File: src/rtl/dnn_pkg.sv
// Shared types and constants for the fixed-point dot-product unit.
// Saturating arithmetic is selected with the DNN_DOT_SAT_EN macro.
package dnn_pkg;

    localparam int DATA_W    = 32;
    localparam int FRAC_BITS = 16;

    localparam logic [31:0] SAT_MAX = 32'h7FFF_FFFF;
    localparam logic [31:0] SAT_MIN = 32'h8000_0000;

    typedef enum logic [2:0] {
        ST_IDLE,
        ST_ACCUM,
        ST_DRAIN,
        ST_FINAL,
        ST_DONE
    } state_t;

endpackage

File: src/rtl/dnn_fxp_mul.sv
// Registered signed fixed-point multiply with narrowing to DATA_W.
// DNN_DOT_SAT_EN selects saturating narrowing; otherwise it wraps.
module dnn_fxp_mul
    import dnn_pkg::*;
#(
    parameter int DATA_W    = dnn_pkg::DATA_W,
    parameter int FRAC_BITS = dnn_pkg::FRAC_BITS
) (
    input  logic              clk,
    input  logic              rst,
    input  logic              i_valid,
    input  logic [DATA_W-1:0] i_a,
    input  logic [DATA_W-1:0] i_b,
    output logic              o_valid,
    output logic [DATA_W-1:0] o_p
);

    logic signed [2*DATA_W-1:0] w_full;
    logic        [DATA_W-1:0]   w_nar;
    logic                       r_valid;
    logic        [DATA_W-1:0]   r_p;

    assign w_full =
        $signed({{DATA_W{i_a[DATA_W-1]}}, i_a}) *
        $signed({{DATA_W{i_b[DATA_W-1]}}, i_b});

`ifdef DNN_DOT_SAT_EN
    localparam logic [DATA_W-1:0] L_MAX =
        {1'b0, {(DATA_W-1){1'b1}}};
    localparam logic [DATA_W-1:0] L_MIN =
        {1'b1, {(DATA_W-1){1'b0}}};

    logic signed [2*DATA_W-1:0] w_shift;
    logic        [DATA_W:0]     w_top;

    assign w_shift = w_full >>> FRAC_BITS;
    // Bits above the result sign must all match it to fit.
    assign w_top   = w_shift[2*DATA_W-1:DATA_W-1];
    assign w_nar   = (&w_top || ~|w_top) ? w_shift[DATA_W-1:0]
                   : (w_top[DATA_W] ? L_MIN : L_MAX);
`else
    assign w_nar = DATA_W'(w_full >>> FRAC_BITS);
`endif

    // Product register; valid tracks one beat through the stage.
    always_ff @(posedge clk) begin
        if (rst) begin
            r_valid <= 1'b0;
            r_p     <= '0;
        end else begin
            r_valid <= i_valid;
            if (i_valid) r_p <= w_nar;
        end
    end

    assign o_valid = r_valid;
    assign o_p     = r_p;

endmodule

File: src/rtl/dnn_dot_unit.sv
// Fixed-point dot product with bias and optional ReLU.
// DNN_DOT_SAT_EN turns on saturating adds and product narrowing.
module dnn_dot_unit
    import dnn_pkg::*;
#(
    parameter int DATA_W    = dnn_pkg::DATA_W,
    parameter int FRAC_BITS = dnn_pkg::FRAC_BITS
) (
    input  logic              clk,
    input  logic              rst,
    input  logic              start,
    input  logic [31:0]       len,
    input  logic [DATA_W-1:0] bias,
    input  logic              relu_en,
    input  logic              in_valid,
    output logic              in_ready,
    input  logic [DATA_W-1:0] in_weight,
    input  logic [DATA_W-1:0] in_activ,
    output logic              out_valid,
    input  logic              out_ready,
    output logic [DATA_W-1:0] out_data,
    output logic              busy
);

`ifdef DNN_DOT_SAT_EN
    localparam logic [DATA_W-1:0] L_MAX =
        {1'b0, {(DATA_W-1){1'b1}}};
    localparam logic [DATA_W-1:0] L_MIN =
        {1'b1, {(DATA_W-1){1'b0}}};
`endif

    function automatic logic [DATA_W-1:0] f_add(
        input logic [DATA_W-1:0] a,
        input logic [DATA_W-1:0] b
    );
`ifdef DNN_DOT_SAT_EN
        logic [DATA_W:0] s;
        s = {a[DATA_W-1], a} + {b[DATA_W-1], b};
        if (s[DATA_W] != s[DATA_W-1])
            f_add = s[DATA_W] ? L_MIN : L_MAX;
        else
            f_add = s[DATA_W-1:0];
`else
        f_add = a + b;
`endif
    endfunction

    state_t            r_state, w_next;
    logic [31:0]       r_len, r_cnt;
    logic [DATA_W-1:0] r_bias, r_acc, r_out;
    logic              r_relu;
    logic              w_start, w_beat, w_pvalid;
    logic [DATA_W-1:0] w_prod, w_sum;

    assign w_start  = start && (r_state == ST_IDLE);
    assign in_ready = (r_state == ST_ACCUM) && (r_cnt < r_len);
    assign w_beat   = in_valid && in_ready;
    assign w_sum    = f_add(r_acc, r_bias);

    dnn_fxp_mul #(
        .DATA_W    (DATA_W),
        .FRAC_BITS (FRAC_BITS)
    ) u_mul (
        .clk     (clk),
        .rst     (rst),
        .i_valid (w_beat),
        .i_a     (in_weight),
        .i_b     (in_activ),
        .o_valid (w_pvalid),
        .o_p     (w_prod)
    );

    // State register.
    always_ff @(posedge clk) begin
        if (rst) r_state <= ST_IDLE;
        else     r_state <= w_next;
    end

    // Next state; DRAIN waits for the product stage to empty.
    always_comb begin
        w_next = r_state;
        unique case (r_state)
            ST_IDLE:
                if (start)
                    w_next = (len != 32'd0) ? ST_ACCUM : ST_FINAL;
            ST_ACCUM:
                if (w_beat && (r_cnt + 32'd1 == r_len))
                    w_next = ST_DRAIN;
            ST_DRAIN:
                if (!w_pvalid) w_next = ST_FINAL;
            ST_FINAL:
                w_next = ST_DONE;
            ST_DONE:
                if (out_ready) w_next = ST_IDLE;
            default:
                w_next = ST_IDLE;
        endcase
    end

    // Operation parameters, captured only on an accepted start.
    always_ff @(posedge clk) begin
        if (rst) begin
            r_len  <= '0;
            r_bias <= '0;
            r_relu <= 1'b0;
        end else if (w_start) begin
            r_len  <= len;
            r_bias <= bias;
            r_relu <= relu_en;
        end
    end

    // Beat counter and accumulator fed by the product stage.
    always_ff @(posedge clk) begin
        if (rst) begin
            r_cnt <= '0;
            r_acc <= '0;
        end else if (w_start) begin
            r_cnt <= '0;
            r_acc <= '0;
        end else begin
            if (w_beat)   r_cnt <= r_cnt + 32'd1;
            if (w_pvalid) r_acc <= f_add(r_acc, w_prod);
        end
    end

    // Result register; holds its value through DONE.
    always_ff @(posedge clk) begin
        if (rst)
            r_out <= '0;
        else if (r_state == ST_FINAL)
            r_out <= (r_relu && w_sum[DATA_W-1]) ? '0 : w_sum;
    end

    assign out_valid = (r_state == ST_DONE);
    assign out_data  = r_out;
    assign busy      = (r_state != ST_IDLE);

endmodule

File: config.mk
export PLATFORM = sky130hd
export DESIGN_NAME = dnn_dot_unit
export DESIGN_NICKNAME = d
export VERILOG_FILES = /design/src/rtl/dnn_pkg.sv /design/src/rtl/dnn_fxp_mul.sv /design/src/rtl/dnn_dot_unit.sv
export SDC_FILE = /design/constraint.sdc
export NUM_CORES = 2
export LEC_CHECK = 0
export ABC_CLOCK_PERIOD_IN_PS = 18000
export CORE_MARGIN = 5
export CORE_UTILIZATION = 40
export CTS_CLUSTER_DIAMETER = 30
export DETAILED_ROUTE_END_ITERATION = 12
export GPL_TIMING_DRIVEN = 0
export PLACE_DENSITY = 0.63
export SYNTH_ARGS = -nofsm -noshare
export SYNTH_HDL_FRONTEND = slang
export SYNTH_SLANG_ARGS = --single-unit
export TNS_END_PERCENT = 50
File: constraint.sdc
create_clock -name clk -period 18 [get_ports clk]
set_input_delay 2.7 -clock clk [delete_from_list [all_inputs] [get_ports clk]]
set_output_delay 2.7 -clock clk [all_outputs]
set_load 0.01 [all_outputs]
==> flow_summary.yaml <==
placement:
  hpwlAfterDp_um: 114000
  place_ws_ps: 5580
  routabilityCongestion: 1.02
  io_buffers: 165
timing:
  tightest_slew_ps: 1330
  hold_viol_final: 0
  fin_skew_ps: 15.3
  setup_ws_ps: 6040
  fin_setup_tns_ps: 0
  period_needed_ps: 11960
  rsz0062_at_grt: "no"
  slew_headroom_pct: 9.88
  setup-violations-final: 0
  drv_slew: 0
  fmax_mhz: 83.6
  period_share_pct: 66.5
synthesis:
  syn_area_per_cell_um2: 8.80
  yosysWarnings: 0
  ys_top_cells_by_area: "fa_1, dfxtp_1, inv_1"
  yosys_most_used_dff: "dfxtp_1"
  synth.top_cell.area_share_pct: 41.5
  ys_ff_latch: 197
  syn_area_um2: 40500
  yosysMostFrequentCell: "inv_1"
  synth_top_area_cell: "fa_1"
  netlist_top_cells_count: "inv_1, fa_1, nand2_1"
  synth_edf_count: 0
  syn_nets: 5835
  synth.distinct_cells: 75
  synthArstFlopShare_pct: 0
  syn_inst: 4603
  seq_area_frac_synth_pct: 9.74
floorplan:
  pin_count: 169
  fp.dieH_um: 328
  die_x_um: 328
  coreArea_um2: 100000
  initial_core_util_pct: 40.4
  die_area_um2: 108000
  rows: 116
min_path:
  min_from: "u_mul.o_p[24]"
  hold_path_class: "reg -> reg"
  hold_path_end: "u_mul.o_p[24]"
  whs_path_depth: 2
setup_path:
  reg2reg_depth: 13
  slowest_stage: "clkbuf_1"
  crit_fanout: 10
  crit_arrival_ps: 12270
  crit_path_frequent_cell: "fa_1"
  r2r-end: "r_cnt[1]"
  cpPeakStageDelay_ps: 740
  cp-start-kind: "input port"
  worstSetupPathType: "in -> reg"
  crit_path_end_kind: "register"
  cp.required_ps: 18310
  reg2reg_from: "r_len[17]"
  regToRegSetupSlack_ps: 13930
clocking:
  cts.clk_slew.worst_paths_ps: 80
  cts_tree: "yes"
  clkLatencyLatePin_ps: 450
  cts_setup_buffers: 0
  cts_hold_buf: 0
  clock_path_buffers: 2
  cts.sinks: 197
  cts_buffers: 17
  cts_resized: 0
  cts_root_buffer: "clkbuf_16"
  h-tree-depth: 4
final_layout:
  nets: 6020
  area_growth_pct: 9.75
  fillers: 9962
  drive_gt1_share_pct: 1.31
  multi_input_area_um2: 32300
  seqCellArea_um2: 3940
route:
  wl_per_cell_um: 21.7
  wl_um: 134000
  drtIter0Drc: 2393
  vias_per_cell: 5.23
  firstDrtPassIters: 7
  drcViolationCount: 0
  detail-route-antenna-nets: 0
  num_vias: 32222
global_routing:
  grt_pass1_wl_um: 204000
  grt-ovfl-total: 0
  grt_max_degree: 19
  grt_pass1_vias: 33411
  antenna_found_initial: 12
  grt_util_all_layers_pct: 25.0
run_status:
  status: "complete, no violations"
flow_run:
  drv_cap: 0
layout make-up:
class | instances | area share (%)
multi-input cells | 3284 | 72.7
flip-flops and latches | 197 | 8.88
inverters | 888 | 7.50
well taps | 1357 | 3.82
repair buffers | 166 | 3.74
plain buffers | 234 | 2.00
clock buffers | 18 | 0.966
clock inverters | 14 | 0.321
diodes | 6 | 0.0338
worst max-delay path, delay by kind of cell:
| family | cells | cell delay (ps) |
|---|---|---|
| buffers and inverters | 7 | 2320 |
| AO/OA/AOI/OAI | 3 | 1360 |
| AND/OR/NAND/NOR | 7 | 1680 |
| adder cells (fa/ha/maj) | 9 | 4180 |
metrics by stage:
step / std cells / cell area [µm²] / hold slack [ps] / utilization (%)
2_1_floorplan: 4603 / 40500 / 436 / -
3_3_place_gp: 6125 / 43800 / 448 / 43.7
3_5_place_dp: 6126 / 43800 / 453 / 43.7
4_1_cts: 6158 / 44400 / 463 / 44.3
5_1_grt: 6160 / 44400 / 471 / 44.3
6_report: 6164 / 44400 / 460 / 44.3
placed cells by master (no fill, tap or decap), types with 7 or more instances in the layout:
cell type | Yosys | layout
inv_1 | 888 | 888
fa_1 | 840 | 840
nand2_1 | 706 | 706
and2_1 | 439 | 439
ha_1 | 258 | 258
clkbuf_1 | 217 | 218
dfxtp_1 | 197 | 197
a21oi_1 | 184 | 184
clkdlybuf4s50_1 | 0 | 165
xnor2_1 | 130 | 130
nor2_1 | 129 | 129
a21o_1 | 66 | 66
xor2_1 | 60 | 60
o21ai_0 | 50 | 50
nand3_1 | 47 | 47
nor3_1 | 34 | 34
nor2b_1 | 28 | 28
mux2i_1 | 27 | 27
a22o_1 | 27 | 27
nand2b_1 | 24 | 24
a211oi_1 | 21 | 21
nand4_1 | 20 | 20
nor4_1 | 17 | 17
clkbuf_16 | 0 | 17
and3_1 | 16 | 16
o21a_1 | 15 | 15
a31oi_1 | 13 | 13
or3_1 | 11 | 11
buf_1 | 9 | 9
o22ai_1 | 8 | 8
o31ai_1 | 7 | 7
per-layer routing:
metal | vias to the layer above | share of wire [%] | global-route usage, %
li1 | 14340 | - | -
met1 | 16115 | 41 | 33.7
met2 | 1413 | 45 | 39.3
met3 | 350 | 8.0 | 4.12
met4 | 4 | 5.8 | 12.1
met5 | - | 0.020 | 0
state kept, by name, indices dropped and copies added (netlist names):
name,count
u_mul.o_p,32
r_bias,32
r_cnt,32
r_relu,1
u_mul.o_valid,1
r_state,3
r_len,32
r_acc,32
out_data,32
worst max-delay path by stage:
stage | startpoint | to
after floorplan | in_activ[2] | u_mul.o_p[26]
after global placement | in_weight[18] | u_mul.o_p[28]
after detailed placement | in_weight[18] | u_mul.o_p[28]
after CTS | in_weight[18] | u_mul.o_p[28]
after global routing | in_weight[18] | u_mul.o_p[28]
final | in_weight[18] | u_mul.o_p[28]
cell families (layout without fill, tap and decap cells):
logic type	count (synthesis)	after routing	synth area share (%)
compound gates	457	457	7.29
simple gates	1511	1511	18.2
mux	28	28	0.695
xor+xnor	190	190	4.11
fa+ha+maj	1098	1098	49.5
flops	197	197	9.74
other cells	0	6	0
buf+inv	1122	1320	10.4
Power is left out: the tool's default activity adds up to more than one toggle a clock period on the data nets, which glitch-free logic cannot reach.
